File: src/rtl/mem_bus_pkg.sv
// Shared memory-bus types for the master arbiter.
// Grant index width helper keeps a one-bit floor for two masters.
package mem_bus_pkg;

  typedef enum logic {
    IDLE = 1'b0,
    BUSY = 1'b1
  } arb_state_t;

  function automatic int grant_width(input int n);
    return (n > 2) ? $clog2(n) : 1;
  endfunction

endpackage

File: src/rtl/rr_mem_arbiter_pick.sv
// Combinational round-robin picker: first requester at or above rr_ptr,
// wrapping at the top.
module rr_pick
  import mem_bus_pkg::*;
#(
  parameter int NUM_MASTERS = 3,
  localparam int GW = grant_width(NUM_MASTERS)
) (
  input  logic [NUM_MASTERS-1:0] req,
  input  logic [GW-1:0]          rr_ptr,
  output logic [GW-1:0]          winner,
  output logic                   any_valid
);

  logic [GW:0]   sum;
  logic [GW-1:0] idx;

  // Scan from farthest to nearest so the nearest requester wins last.
  always_comb begin
    winner    = '0;
    any_valid = 1'b0;
    sum       = '0;
    idx       = '0;
    for (int k = NUM_MASTERS - 1; k >= 0; k--) begin
      sum = {1'b0, rr_ptr} + (GW + 1)'(k);
      if (sum >= (GW + 1)'(NUM_MASTERS))
        sum = sum - (GW + 1)'(NUM_MASTERS);
      idx = sum[GW-1:0];
      if (req[idx]) begin
        winner    = idx;
        any_valid = 1'b1;
      end
    end
  end

endmodule

File: src/rtl/rr_mem_arbiter.sv
// Round-robin arbiter sharing one memory bus between several masters,
// with a per-transaction timeout that turns a hung slave into a fault.
module rr_mem_arbiter
  import mem_bus_pkg::*;
#(
  parameter int NUM_MASTERS    = 3,
  parameter int TIMEOUT_CYCLES = 255,
  parameter int TIMEOUT_WIDTH  = 8
) (
  input  logic                      clk,
  input  logic                      reset,
  input  logic [32*NUM_MASTERS-1:0] m_address_in,
  input  logic [NUM_MASTERS-1:0]    m_read_in,
  input  logic [NUM_MASTERS-1:0]    m_write_in,
  input  logic [4*NUM_MASTERS-1:0]  m_write_mask_in,
  input  logic [32*NUM_MASTERS-1:0] m_write_value_in,
  output logic [32*NUM_MASTERS-1:0] m_read_value_out,
  output logic [NUM_MASTERS-1:0]    m_ready_out,
  output logic [NUM_MASTERS-1:0]    m_fault_out,
  output logic [31:0]               address_out,
  output logic                      read_out,
  output logic                      write_out,
  output logic [3:0]                write_mask_out,
  output logic [31:0]               write_value_out,
  input  logic [31:0]               read_value_in,
  input  logic                      ready_in,
  input  logic                      fault_in
);

  localparam int GRANT_WIDTH = grant_width(NUM_MASTERS);
  localparam logic [TIMEOUT_WIDTH-1:0] TO_LAST =
    TIMEOUT_WIDTH'(TIMEOUT_CYCLES - 1);

  arb_state_t               state_q, state_d;
  logic [GRANT_WIDTH-1:0]   grant_q, grant_d;
  logic [GRANT_WIDTH-1:0]   ptr_q, ptr_d;
  logic [TIMEOUT_WIDTH-1:0] cnt_q, cnt_d;

  logic [NUM_MASTERS-1:0]   req;
  logic [GRANT_WIDTH-1:0]   winner;
  logic                     any_valid;
  logic [GRANT_WIDTH-1:0]   ptr_next;
  logic                     timed_out;
  int                       gi;

  assign req = m_read_in | m_write_in;
  assign gi  = int'(grant_q);
  assign ptr_next = (grant_q == GRANT_WIDTH'(NUM_MASTERS - 1)) ?
                    '0 : grant_q + 1'b1;
  assign timed_out = !ready_in && (cnt_q == TO_LAST);

  rr_pick #(
    .NUM_MASTERS(NUM_MASTERS)
  ) u_pick (
    .req      (req),
    .rr_ptr   (ptr_q),
    .winner   (winner),
    .any_valid(any_valid)
  );

  always_ff @(posedge clk or posedge reset) begin
    if (reset) begin
      state_q <= IDLE;
      grant_q <= '0;
      ptr_q   <= '0;
      cnt_q   <= '0;
    end else begin
      state_q <= state_d;
      grant_q <= grant_d;
      ptr_q   <= ptr_d;
      cnt_q   <= cnt_d;
    end
  end

  always_comb begin
    state_d          = state_q;
    grant_d          = grant_q;
    ptr_d            = ptr_q;
    cnt_d            = cnt_q;
    address_out      = '0;
    read_out         = 1'b0;
    write_out        = 1'b0;
    write_mask_out   = '0;
    write_value_out  = '0;
    m_read_value_out = '0;
    m_ready_out      = '0;
    m_fault_out      = '0;
    unique case (state_q)
      IDLE: begin
        if (any_valid) begin
          grant_d = winner;
          state_d = BUSY;
          cnt_d   = '0;
        end
      end
      BUSY: begin
        // A timed-out cycle drives nothing onto the bus.
        if (!timed_out) begin
          address_out     = m_address_in[gi*32 +: 32];
          read_out        = m_read_in[grant_q];
          write_out       = m_write_in[grant_q];
          write_mask_out  = m_write_mask_in[gi*4 +: 4];
          write_value_out = m_write_value_in[gi*32 +: 32];
          m_read_value_out[gi*32 +: 32] = read_value_in;
        end
        if (!req[grant_q]) begin
          state_d = IDLE;
          ptr_d   = ptr_next;
        end else if (ready_in) begin
          m_ready_out[grant_q] = 1'b1;
          m_fault_out[grant_q] = fault_in;
          state_d = IDLE;
          ptr_d   = ptr_next;
        end else if (timed_out) begin
          m_ready_out[grant_q] = 1'b1;
          m_fault_out[grant_q] = 1'b1;
          state_d = IDLE;
          ptr_d   = ptr_next;
        end else if (cnt_q != '1) begin
          cnt_d = cnt_q + 1'b1;
        end
      end
      default: state_d = IDLE;
    endcase
  end

endmodule

File: config.mk
export PLATFORM = sky130hd
export DESIGN_NAME = rr_mem_arbiter
export DESIGN_NICKNAME = d
export VERILOG_FILES = /design/src/rtl/mem_bus_pkg.sv /design/src/rtl/rr_mem_arbiter_pick.sv /design/src/rtl/rr_mem_arbiter.sv
export SDC_FILE = /design/constraint.sdc
export NUM_CORES = 1
export LEC_CHECK = 0
export CAP_MARGIN = 20
export CORE_AREA = 2 2 161 163
export CTS_BUF_LIST = sky130_fd_sc_hd__clkbuf_4 sky130_fd_sc_hd__clkbuf_8
export DETAILED_ROUTE_END_ITERATION = 10
export DIE_AREA = 0 0 163 165
export DONT_BUFFER_PORTS = 1
export GPL_ROUTABILITY_DRIVEN = 0
export GPL_TIMING_DRIVEN = 0
export PLACE_DENSITY_LB_ADDON = 0.3
export SYNTH_ARGS = -nofsm -noshare
export SYNTH_HDL_FRONTEND = slang
export SYNTH_SLANG_ARGS = --single-unit
File: constraint.sdc
create_clock -name clk -period 5.2 [get_ports clk]
set_clock_uncertainty 0.05 [all_clocks]
set_input_delay 0.78 -clock clk [delete_from_list [all_inputs] [get_ports clk]]
set_output_delay 0.78 -clock clk [all_outputs]
set_load 0.1 [all_outputs]
==> Word level (Yosys, flattened, before mapping) <==
Cells that the tools add are included.
{ "totals": {"latch_bits": 0, "reg_bits": 13, "mem_bits_rw": 0, "mem_bits_ro": 0, "wordCells": 101, "output_inout_bits": 172, "n_memories": 0, "in_bits": 246} }
{ "classes": {"shift": 5, "n_bitwise": 4, "eq_ne": 9, "add_sub_neg": 8, "reduce_logical": 6, "muxes": 57, "magnitude_cmp": 8, "div": 0, "n_mul": 0} }
{ "ops": {"columns": ["op", "count"], "rows": [
  ["$mux 96", 2],
  ["$shiftx 96x8->32", 2],
  ["$mux 32", 4],
  ["$and 96x96->96", 1],
  ["$shift 32x33->96 const A", 1],
  ["$shiftx 32x33->96", 1],
  ["$mux 8", 5],
  ["$neg 7->33", 1],
  ["$mux 3", 7],
  ["$mux 2", 10],
  ["$mux 1", 18],
  ["$pmux 8 s2", 1],
  ["$bmux 1 s2", 6],
  ["$lt 2x3->1 const B", 4],
  ["$shiftx 12x5->4", 1],
  ["$add 8x1->8 const B", 1],
  ["$eq 8x8->1 const B", 1],
  ["$mux 4", 2],
  ["$ne 8x8->1 const B", 1],
  ["$ge 3x2->1 const B", 2],
  ["$ne 2x2->1 const B", 3],
  ["$sub 2x2->2 const B", 3],
  ["$reduce_and 5->1", 1],
  ["$ne 2x1->1 const B", 2],
  ["15 further kinds", 17]
]} }

==> Longest topological paths before layout <==
Gate-level depths: netlist of the first run.
{ "depth": {"ltp_word": 10, "depth_mapped": 8, "ltp_nobuf": 7} }

==> Modules after synthesis <==
A second synthesis of the first run with hierarchy kept.
{ "unflattened": {"hier_cells": 546, "hier_area_um2": 3527.1} }
{ "by_module_without_submodules": {"columns": ["mod", "seq_area_each_um2", "n_inst", "cells_per_inst", "area_each_um2"], "rows": [
  ["rr_mem_arbiter", 325.3, 1, 517, 3304.4],
  ["rr_pick", 0.0, 1, 29, 222.7]
]} }

==> Worst setup path after synthesis of the first run <==
No wires, ideal clock.
{ "synth_timing": {"kind": "in2out", "from": "input port m_read_in[2]", "to": "output port m_fault_out[1]", "slack_ns": 0.889, "arrival_time_ns": 3.481, "stages": 5, "path_buffers": 0, "required_ns": 4.370, "cell_sequence": "nor2_1 > nor3_1 > nor3_1 > nand3b_1 > nor3_1"} }
{ "synth_via": {"elab_chain_len": 5} }
{ "synth_rtl": {"columns": ["element", "line_no", "text"], "rows": [
  ["start, declared", "rr_mem_arbiter.sv:13", "input logic [NUM_MASTERS-1:0] m_read_in,"],
  ["$or 3x3->3", "rr_mem_arbiter.sv:46", "assign req = m_read_in | m_write_in;"],
  ["$bmux 1 s2", "rr_mem_arbiter.sv:106", "if (!req[grant_q]) begin"],
  ["$mux 1 (not written as such)", "rr_mem_arbiter.sv:106", null],
  ["$mux 3", "rr_mem_arbiter.sv:106", null],
  ["$mux 3", "rr_mem_arbiter.sv:88", "unique case (state_q)"],
  ["end, declared", "rr_mem_arbiter.sv:19", "output logic [NUM_MASTERS-1:0] m_fault_out,"]
]} }
No other way between the ends. The select of a mux whose other input is x is not followed.

==> Worst setup path in the final report of the first run <==
{ "layout_timing": {"from": "register grant_q[0]", "to": "output port write_value_out[9]"} }
{ "layout_via": {"elab_chain_len": 3} }
{ "layout_rtl": {"columns": ["element", "line_no", "text"], "rows": [
  ["start, declared", "rr_mem_arbiter.sv:35", "logic [GRANT_WIDTH-1:0] grant_q, grant_d;"],
  ["start signal, assigned", "rr_mem_arbiter.sv:69", "grant_q <= grant_d;"],
  ["$shiftx 96x8->32", "rr_mem_arbiter.sv:103", "write_value_out = m_write_value_in[gi*32 +: 32];"],
  ["$mux 32", "rr_mem_arbiter.sv:98", "if (!timed_out) begin"],
  ["$mux 32", "rr_mem_arbiter.sv:88", null],
  ["end, declared", "rr_mem_arbiter.sv:24", "output logic [31:0] write_value_out,"]
]} }
No other way between the ends.

==> results.toml, run 1 <==
[setup_path]
rr_endpoint = "grant_q[1]"
end_kind = "output port"
cp-start-kind = "register"
rr_worst_depth = 8
rrSetupSlack_ns = 2.92
crit_type = "register to output port"
cp_data_arrival_time_ns = 3.64
rr_startpoint = "ptr_q[0]"
crit_path_max_fanout = 10
crit_required_ns = 4.37

[timing]
whs_ns = 0.398
fin_setup_tns_ns = 0
finalCritPeriodShare_pct = 86.0
min_period_ns = 4.47
rsz0062_at_grt = "false"
worst_pin_slew_ns = 1.16
hold_viol = 0
clock.fmax_mhz = 224
slew_headroom_pct = 22.3
drv_slew = 0
final-setup-viol-count = 0

[clock_network]
cts-buffers-inserted = 3
clkLatencyLatePin_ns = 0.24
htreeDepth = 1
cts.clk_slew.worst_paths_ns = 0.06
cts_buffer_depth = 2
ctsResizeCount = 0
cts_setup_buffers = 0
cts_tree = "yes"
cts_hold_buf = 0
root_buffer = "clkbuf_8"
clkSinkCount = 13

[logic_synthesis]
synth_area_leaders = "mux2i_1, and2_1, nor2_1, a21oi_1, dfrtp_1"
ys_seq_elements = 13
syn_nets = 796
synth_edf_count = 0
ys_seq_area_share_pct = 9.51
yosys.area.top_type_share_pct = 20.8
syn_area_sq_um = 3420
ys.flop_type = "dfrtp_1"
synth.avg_cell_area_sq_um = 6.33
syn_inst = 540
synth_cell_types = 42
async_flop_share_pct = 100
synth_top_cell_by_area = "mux2i_1"
yosys_warnings = 0

[cells_and_area]
drive_gt1_share_pct = 21.4
layout_common_cells = "and2_1, nor2_1, a21oi_1"
final_cells = 884
postLayoutCoreUtil_pct = 17.1
nets = 809
area_growth_pct = 25.5
layout_commonest_cell = "and2_1"

[flow_run]
drv_cap = 0

[drt]
wl_met2_um = 10400
via_per_inst = 4.60
highest_layer = "met5"
drc = 0
dr.pass1.iters = 5
wl_um = 20100
drt-met1-wl_um = 7850
dr_wl_met3_um = 1380
drtAntennaViolNets = 0
wl_per_cell_um = 22.8
drtIter0Drc = 205
dr_total_vias = 4062

[placed_design]
portBuffers = 0
place_inst = 877
dpl.hpwl_um = 17500

[floorplan]
die_h_um = 165
die_area_sq_um = 26900
start_util_pct = 13.7
num_rows = 58
die_w_um = 163
io_pins = 418
core_sq_um = 25000

[grt]
grt_pass1_vias = 3529
grt_max_degree = 14
gr-total-overflow = 0
grt.total_usage_pct = 13.1
antenna_found_initial = 4
grt_first_pass_wirelength_um = 25000

[worst_hold_path]
hold_path_class = "input pin to async pin"

[status]
status = "finished clean"
-- worst max path at each step --
stage                       from                  end  slack, ns
floorplan           m_read_in[2]       m_fault_out[1]       0.89
global placement      grant_q[0]   write_value_out[8]       0.24
detailed placement    grant_q[0]  write_value_out[10]       0.70
CTS                   grant_q[0]  write_value_out[10]       0.43
global route          grant_q[0]   write_value_out[9]       0.37
finish                grant_q[0]   write_value_out[9]       0.73
-- metrics by stage --
stage	setup slack [ns]	area [sq um]
after floorplan	0.889	3420
after global placement	0.241	3830
after detailed placement	0.700	4210
after CTS	0.434	4260
after global routing	0.373	4290
final	0.728	4290
-- Yosys cell counts, drive strengths merged, types with 5 or more instances --
cell type / instances
nor2: 151
and2: 96
a21oi: 78
mux2i: 71
clkbuf: 22
buf: 21
o21ai: 14
dfrtp: 13
nor3: 11
ha: 10
inv: 10
nand2: 5
or3: 5
-- layer usage --
| layer | up-vias | track usage (%) |
|---|---|---|
| met1 | 1888 | 15.2 |
| met3 | 26 | 2.34 |
| met5 | - | 0 |
| li1 | 1850 | - |
| met2 | 294 | 24.5 |
| met4 | 4 | 3.74 |
-- registers in the layout, summed over array words and instances, names as in the netlist --
signal and count:
cnt_q 8, grant_q 2, ptr_q 2, state_q 1
-- kinds of logic after synthesis --
family / after synthesis / synth area share [%]
fa+ha+maj: 10 / 3.66
simple gates: 282 / 40.5
mux: 74 / 21.8
flops: 13 / 9.51
buf+inv: 53 / 6.51
compound gates: 108 / 18.0
-- layout make-up --
cell class,count,area (sq um)
buffer,43,185
timing repair buffer,8,208
sequential,13,325
multi-input combinational,474,3070
tap,330,413
clock buffer,4,48.8
inverter,10,37.5
fill,2899,20700
antenna,2,5.00
-- critical path: stages, from the launching register on --
cell	delay, ns
dfrtp_1	0.46
clkbuf_1	0.41
nor2_1	0.80
clkbuf_1	0.61
a21oi_1	0.23
nor2_2	0.86
Power of run 1 is left out: the tool's default activity adds up to more than one toggle a clock period on the data nets, which glitch-free logic cannot reach.
==> inputs of run 2 (changes only) <==
--- a/config.mk
+++ b/config.mk
@@ -7,7 +7,6 @@
 export LEC_CHECK = 0
 export CAP_MARGIN = 20
 export CORE_AREA = 2 2 161 163
-export CTS_BUF_LIST = sky130_fd_sc_hd__clkbuf_4 sky130_fd_sc_hd__clkbuf_8
 export DETAILED_ROUTE_END_ITERATION = 10
 export DIE_AREA = 0 0 163 165
 export DONT_BUFFER_PORTS = 1
==> run 2 against run 1 <==
Non-clock buffer count stayed put. Cell area is 0.64% higher. Critical endpoint is now write_out. Utilization is 0.11 points higher. Global-route usage hardly changed. Largest cell class unchanged.
==> results.toml, run 2 (synthesized netlist as in run 1, its figures left out) <==
[status]
status = "finished clean"

[drt]
drc = 0
wl_um = 20100
dr.pass1.iters = 5
drtAntennaViolNets = 0
dr_total_vias = 4015
drtIter0Drc = 229
via_per_inst = 4.55
wl_per_cell_um = 22.8

[setup_path]
rr_endpoint = "grant_q[1]"
cp_data_arrival_time_ns = 3.66
cp-start-kind = "register"
rr_startpoint = "ptr_q[0]"
rrSetupSlack_ns = 2.93
rr_worst_depth = 8
crit_required_ns = 4.37
end_kind = "output port"
crit_type = "register to output port"
crit_path_max_fanout = 10

[floorplan]
num_rows = 58
die_h_um = 165
io_pins = 418
start_util_pct = 13.7
core_sq_um = 25000
die_area_sq_um = 26900
die_w_um = 163

[cells_and_area]
layout_commonest_cell = "and2_1"
area_growth_pct = 26.3
nets = 809
layout_common_cells = "and2_1, nor2_1, a21oi_1"
top_register = "cnt_q"
n_fill_cell = 2896
largest_register_ffs = 8
regArea_sq_um = 325
reg.largest.list = "cnt_q x8, grant_q x2, ptr_q x2"
drive_gt1_share_pct = 21.2
multi_input_area_sq_um = 3070

[worst_hold_path]
hold_path_class = "input pin to async pin"

[clock_network]
root_buffer = "clkbuf_16"
htreeDepth = 1
cts-buffers-inserted = 3
cts_hold_buf = 0
cts_tree = "yes"
cts_buffer_depth = 2
cts.clk_slew.worst_paths_ns = 0.04
clkSinkCount = 13
cts_setup_buffers = 0
clkLatencyLatePin_ns = 0.24
ctsResizeCount = 0

[timing]
clock.fmax_mhz = 223
hold_viol = 0
min_period_ns = 4.49
slew_headroom_pct = 21.0
final-setup-viol-count = 0
rsz0062_at_grt = "false"
drv_slew = 0
fin_setup_tns_ns = 0
finalCritPeriodShare_pct = 86.3
worst_pin_slew_ns = 1.18

[placed_design]
dpl.hpwl_um = 17500
portBuffers = 0

[grt]
grt_pass1_vias = 3516
grt_first_pass_wirelength_um = 25000
grt_max_degree = 14
gr-total-overflow = 0
grt.total_usage_pct = 13.1
antenna_found_initial = 4

[flow_run]
drv_cap = 0
## run 2: layout make-up
cell class                 count  area share, %
buffer                        43           4.29
clock buffer                   4           1.82
sequential                    13           7.53
antenna                        1         0.0579
multi-input combinational    474           71.1
timing repair buffer           8           4.81
tap                          330           9.56
inverter                      10          0.869
## run 2: worst max path at each step
stage | endpoint | slack [ns] | cells past startpoint | from
2_1_floorplan | m_fault_out[1] | 0.89 | 5 | m_read_in[2]
3_3_place_gp | write_value_out[8] | 0.24 | 5 | grant_q[0]
3_5_place_dp | write_value_out[10] | 0.70 | 5 | grant_q[0]
4_1_cts | write_value_out[10] | 0.44 | 5 | grant_q[0]
5_1_grt | write_value_out[9] | 0.39 | 5 | grant_q[0]
6_report | write_out | 0.71 | 5 | grant_q[0]
## run 2: layer usage
layer,track usage [%],vias up,share of wire [%]
met5,0,-,0.13
met4,3.74,4,2.5
met3,2.26,27,6.7
met2,24.5,283,52
met1,15.2,1851,39
li1,-,1850,-
## run 2: worst max-delay path, stage by stage, from the launching register on
cell,delay [ns]
dfrtp_1,0.46
clkbuf_1,0.40
nor2_1,0.84
clkbuf_1,0.63
a21oi_1,0.20
nor2_2,0.87
## run 2: through the flow
step	area [sq um]	instances	hold slack (ns)	util, %	setup WS (ns)
after floorplan	3420	540	0.456	-	0.889
after global placement	3830	870	0.504	15.3	0.241
after detailed placement	4210	877	0.505	16.8	0.700
after CTS	4290	881	0.435	17.1	0.443
after global routing	4320	883	0.446	17.3	0.385
final	4320	883	0.407	17.3	0.715
Power of run 2 is left out for the same reason.
